**config.mk**
```make
export PLATFORM = sky130hd
export DESIGN_NAME = pulse_stretcher
export DESIGN_NICKNAME = d
export VERILOG_FILES = /design/src/rtl/pulse_stretcher_pkg.sv /design/src/rtl/pulse_cnt.sv /design/src/rtl/pulse_stretcher.sv
export SDC_FILE = /design/constraint.sdc
export NUM_CORES = 1
export LEC_CHECK = 0
export ABC_AREA = 0
export CORE_AREA = 4 4 57 59
export DETAILED_ROUTE_END_ITERATION = 6
export DIE_AREA = 0 0 61 63
export REMOVE_ABC_BUFFERS = 1
export SLEW_MARGIN = 20
export SYNTH_ARGS = -nofsm -noshare
export SYNTH_HDL_FRONTEND = slang
export SYNTH_SLANG_ARGS = --single-unit
```
**constraint.sdc**
```tcl
create_clock -name clk -period 2.5 [get_ports clk]
set_input_delay 0.25 -clock clk [delete_from_list [all_inputs] [get_ports clk]]
set_output_delay 0.25 -clock clk [all_outputs]
set_load 0.02 [all_outputs]
```
**src/rtl/pulse_stretcher_pkg.sv**
```systemverilog
// Shared state encoding and the length-load helper for pulse_stretcher.
// Lengths are handled internally at up to LEN_MAX_W bits, so W must not exceed 32.
package pulse_stretcher_pkg;

  localparam int LEN_MAX_W = 32;

  localparam logic [1:0] ST_IDLE = 2'd0;
  localparam logic [1:0] ST_HIGH = 2'd1;
  localparam logic [1:0] ST_GAP  = 2'd2;

  typedef enum logic [1:0] {
    S_IDLE = ST_IDLE,
    S_HIGH = ST_HIGH,
    S_GAP  = ST_GAP
  } state_t;

  // Counter load value for a requested length: max(len,1)-1, so len==0 behaves as 1.
  function automatic logic [LEN_MAX_W-1:0] len_load(input logic [LEN_MAX_W-1:0] len);
    return (len == '0) ? '0 : len - LEN_MAX_W'(1);
  endfunction

endpackage

```
**src/rtl/pulse_cnt.sv**
```systemverilog
// W-bit loadable down-counter; load has priority over dec, and it saturates at zero.
module pulse_cnt #(
  parameter int W = 8
) (
  input  logic         clk,
  input  logic         rst,
  input  logic         load,
  input  logic [W-1:0] load_val,
  input  logic         dec,
  output logic [W-1:0] cnt,
  output logic         zero
);

  logic [W-1:0] cnt_reg;

  always_ff @(posedge clk or posedge rst) begin
    if (rst) begin
      cnt_reg <= '0;
    end else if (load) begin
      cnt_reg <= load_val;
    end else if (dec && (cnt_reg != '0)) begin
      cnt_reg <= cnt_reg - W'(1);
    end
  end

  assign cnt  = cnt_reg;
  assign zero = (cnt_reg == '0);

endmodule

```
**src/rtl/pulse_stretcher.sv**
```systemverilog
// Stretches a single-cycle trigger into a len-cycle pulse followed by GAP_CYC forced low cycles.
// Optional build macro PULSE_STRETCHER_RETRIGGER_EN: a trigger during the pulse reloads its length.
module pulse_stretcher
  import pulse_stretcher_pkg::*;
#(
  parameter int W       = 8,
  parameter int GAP_CYC = 2
) (
  input  logic         clk,
  input  logic         rst,
  input  logic         trig,
  input  logic [W-1:0] len,
  output logic         pulse_out,
  output logic         busy,
  output logic         done,
  output logic         dropped
);

  localparam logic [W-1:0] GAP_LOAD = (GAP_CYC > 0) ? W'(GAP_CYC - 1) : '0;

  state_t       state_reg;
  state_t       state_next;
  logic         cnt_load;
  logic [W-1:0] cnt_load_val;
  logic         cnt_dec;
  logic [W-1:0] cnt;
  logic         cnt_zero;
  logic [W-1:0] len_val;
  logic         done_next;
  logic         dropped_next;
  logic         pulse_reg;
  logic         busy_reg;
  logic         done_reg;
  logic         dropped_reg;

  assign len_val = W'(len_load(LEN_MAX_W'(len)));

  pulse_cnt #(
    .W(W)
  ) u_cnt (
    .clk      (clk),
    .rst      (rst),
    .load     (cnt_load),
    .load_val (cnt_load_val),
    .dec      (cnt_dec),
    .cnt      (cnt),
    .zero     (cnt_zero)
  );

  always_ff @(posedge clk or posedge rst) begin
    if (rst) begin
      state_reg <= S_IDLE;
    end else begin
      state_reg <= state_next;
    end
  end

  always_comb begin
    state_next   = state_reg;
    cnt_load     = 1'b0;
    cnt_load_val = '0;
    cnt_dec      = 1'b0;
    done_next    = 1'b0;
    dropped_next = 1'b0;
    case (state_reg)
      S_IDLE: begin
        if (trig) begin
          state_next   = S_HIGH;
          cnt_load     = 1'b1;
          cnt_load_val = len_val;
        end
      end
      S_HIGH: begin
`ifdef PULSE_STRETCHER_RETRIGGER_EN
        if (trig) begin
          // Reloading keeps the state in HIGH, so the pulse continues without a low cycle.
          cnt_load     = 1'b1;
          cnt_load_val = len_val;
        end else
`else
        dropped_next = trig;
`endif
        if (!cnt_zero) begin
          cnt_dec = 1'b1;
        end else begin
          done_next = 1'b1;
          if (GAP_CYC == 0) begin
            state_next = S_IDLE;
          end else begin
            state_next   = S_GAP;
            cnt_load     = 1'b1;
            cnt_load_val = GAP_LOAD;
          end
        end
      end
      S_GAP: begin
        dropped_next = trig;
        if (!cnt_zero) begin
          cnt_dec = 1'b1;
        end else begin
          state_next = S_IDLE;
        end
      end
      default: begin
        state_next = S_IDLE;
      end
    endcase
  end

  // Outputs decode the next state so they line up with the state register, glitch-free.
  always_ff @(posedge clk or posedge rst) begin
    if (rst) begin
      pulse_reg   <= 1'b0;
      busy_reg    <= 1'b0;
      done_reg    <= 1'b0;
      dropped_reg <= 1'b0;
    end else begin
      pulse_reg   <= (state_next == S_HIGH);
      busy_reg    <= (state_next != S_IDLE);
      done_reg    <= done_next;
      dropped_reg <= dropped_next;
    end
  end

  assign pulse_out = pulse_reg;
  assign busy      = busy_reg;
  assign done      = done_reg;
  assign dropped   = dropped_reg;

endmodule

```
==> impl_metrics.py <==
metrics = {
    "global_route": {
        "grt_overflow_total": 0,
        "grt_util_all_layers_pct": 11.7,
        "antenna_found_initial": 0,
        "grt_first_pass_wirelength_mm": 3.39,
        "grt_start_max_net_pins": 15,
        "grt_pass1_vias": 726,
    },
    "finish": {
        "antennaDiodeCount": 0,
        "number_of_nets_in_the_layout": 143,
        "largest_reg_flops": 8,
        "final_cell_mix": "14 x dfrtp_1, 14 x clkdlybuf4s50_1, 11 x inv_1",
        "share_of_post_route_cells_with_drive_strength_above_1_pct": 9.68,
        "layout-area-overhead-vs-synth_pct": 20.8,
    },
    "yosys": {
        "post_synth_instance_area_um2": 997,
        "synth_seq_cells": 14,
        "synth.yosys.seq_area_share_pct": 35.1,
        "syn-instance-count": 107,
        "asyncSetResetFlopFracSynth_pct": 100,
        "synth_enable_flop_cells": 0,
        "yosys.cell_types.count": 40,
        "synthesis.yosys.warnings": 0,
        "ys.flop_type": "dfrtp_1",
        "syn_avg_cell_area_um2": 9.32,
    },
    "floorplanning": {
        "row_count": 19,
        "core_footprint_um2": 2710,
        "initial_core_util_pct": 36.8,
        "pin_count": 15,
        "area_enclosed_by_the_die_boundary_um2": 3840,
        "floorplan_die_height_um": 63,
        "chipWidth_um": 61,
    },
    "power_and_ir_drop": {
        "fin_total_pwr_w": 0.00123,
        "ir_worst_vdd_v": 0.000485,
        "p_leak_nw": 0.512,
        "pwr_density_cell_nw_per_um2": 1020,
    },
    "clocking": {
        "deepest_clock_path_buffer_count": 2,
        "postCtsSetupRepairBufs": 0,
        "clk_pin_slew_ns": 0.09,
        "clk-insertion-delay-late_ns": 0.28,
        "ctsHtreeMaxLevel": 1,
        "post_cts_resize_count": 0,
        "tritoncts": "built",
        "cts_inserted_buffers": 3,
        "root_buffer": "clkbuf_4",
        "cts.hold.buffers_added": 0,
        "cts_num_sinks": 14,
    },
    "drt": {
        "via_count": 829,
        "drtPass1Iterations": 4,
        "detail_route.iter0.violations": 37,
        "average_wire_per_cell_in_the_routed_design_um": 13.5,
        "remaining_drc_errors": 0,
        "detail_route.vias_per_cell": 5.35,
        "ant_nets": 0,
        "wirelength_mm": 2.10,
    },
    "hold_path": {
        "hold_class": "in2async",
    },
    "critical_path": {
        "critical_path_required_ns": 2.70,
        "critical_path.cell_chain": "inv_1, ha_1, nor4b_1, o311ai_1, xor2_1, o22ai_1",
        "critPathLaunchType": "flop",
        "critPathSlowestCell": "nor4b_1",
        "crit_path_leading_delay_family": "simple AND/OR/NAND/NOR gates",
        "cp_slowest_stage_delay_ns": 0.52,
        "critical_path_class": "reg2reg",
        "worst-path-max-fanout": 7,
        "cp-end-kind": "flop",
        "number_of_buffer_and_inverter_instances_along_the_worst_setup_path": 1,
        "critPathArrivalTime_ns": 2.31,
    },
    "sta": {
        "clk_skew_ns": 0.00513,
        "max_clock_freq_ghz": 0.473,
        "setup_repair_after_global_routing_missed_its_margin": "false",
        "final_critical_period_ns": 2.11,
        "final-max-slew-violation-count": 0,
        "worst_margin_slew_ns": 0.567,
        "totalNegativeSetupSlack_ns": 0,
        "finalSetupViolCount": 0,
        "finalHoldViolations": 0,
        "fin_crit_sh_pct": 84.6,
        "max_slew_margin_pct": 61.7,
    },
    "placement": {
        "dp_hpwl_mm": 1.66,
        "buffer_ports.inserted": 14,
        "finalWeightedCongestion": 0.882,
    },
    "run": {
        "drv.max_cap_violation_count": 0,
    },
    "run_status": {
        "result_of_the_run": "finished clean",
    },
}
-- cell families (layout without fill, tap and decap cells) --
logic type / after synthesis / count (layout) / synth area share [%]
xor gates and xnor gates: 8 / 8 / 7.03
and+or+nand+nor: 35 / 35 / 20.5
DFF: 14 / 14 / 35.1
AOI/OAI and AO/OA: 30 / 30 / 23.0
adders and majority gates: 7 / 7 / 8.78
buffers and inverters: 13 / 30 / 5.65
-- routing by layer --
| layer | vias up | wire length [um] | global-route usage (%) |
|---|---|---|---|
| met5 | - | 0 | 0 |
| met4 | 0 | 36 | 3.52 |
| met3 | 5 | 118 | 4.34 |
| met2 | 23 | 952 | 15.8 |
| met1 | 382 | 989 | 17.1 |
| li1 | 419 | - | - |
-- report_power, final --
group	switching [W]	internal [W]
Clock	0.0000750	0.0000887
Combinational	0.000343	0.000304
Sequential	0.0000975	0.000326
Total	0.000515	0.000718
-- worst paths after layout --
kind                              start            to  slack [ns]  cells past startpoint
max                        state_reg[0]  u_cnt.cnt[5]        0.39                      6
min in group clk           u_cnt.cnt[1]  u_cnt.cnt[1]        0.57                      1
min                                 rst     pulse_out        0.30                      2
max in group asynchronous           rst  u_cnt.cnt[5]        1.84                      2
min reg2reg                u_cnt.cnt[1]  u_cnt.cnt[1]        0.57                      1
max reg2reg                state_reg[0]  u_cnt.cnt[5]        0.39                      6
-- metrics by stage --
step           hold WS (ns)  area (um2)  utilization, %  worst slack [ns]  instances
4_1_cts               0.317        1200            44.5             0.411        155
5_1_grt               0.375        1200            44.5             0.216        155
3_3_place_gp          0.547        1170            43.1             0.443        151
6_report              0.298        1200            44.5             0.385        155
2_1_floorplan         0.139         982               -             0.601        105
3_5_place_dp          0.551        1170            43.1             0.448        151
-- cell usage after synthesis (all sizes together), types with 2 or more instances --
master / n / area share (%)
dfrtp: 14 / 35
inv: 11 / 4.1
ha: 7 / 8.8
nor2: 7 / 2.6
a21oi: 6 / 3.4
nand2: 6 / 2.3
o21ai: 5 / 2.5
nor3: 4 / 2.5
xnor2: 4 / 3.5
xor2: 4 / 3.5
nor2b: 3 / 1.9
nor3b: 3 / 2.3
o22ai: 3 / 1.9
and2: 2 / 1.3
nand3: 2 / 1.0
o21bai: 2 / 1.5
o22a: 2 / 1.8
or3: 2 / 1.3
or4: 2 / 2.3
-- cell type report --
| type | count | area (um2) |
|---|---|---|
| Clock buffer | 4 | 36.3 |
| Tap cell | 31 | 38.8 |
| Timing Repair Buffer | 15 | 148 |
| Multi-Input combinational cell | 80 | 591 |
| Fill cell | 265 | 1510 |
| Sequential cell | 14 | 350 |
| Inverter | 11 | 41.3 |
No activity file was read; power rests on OpenSTA's default activity.
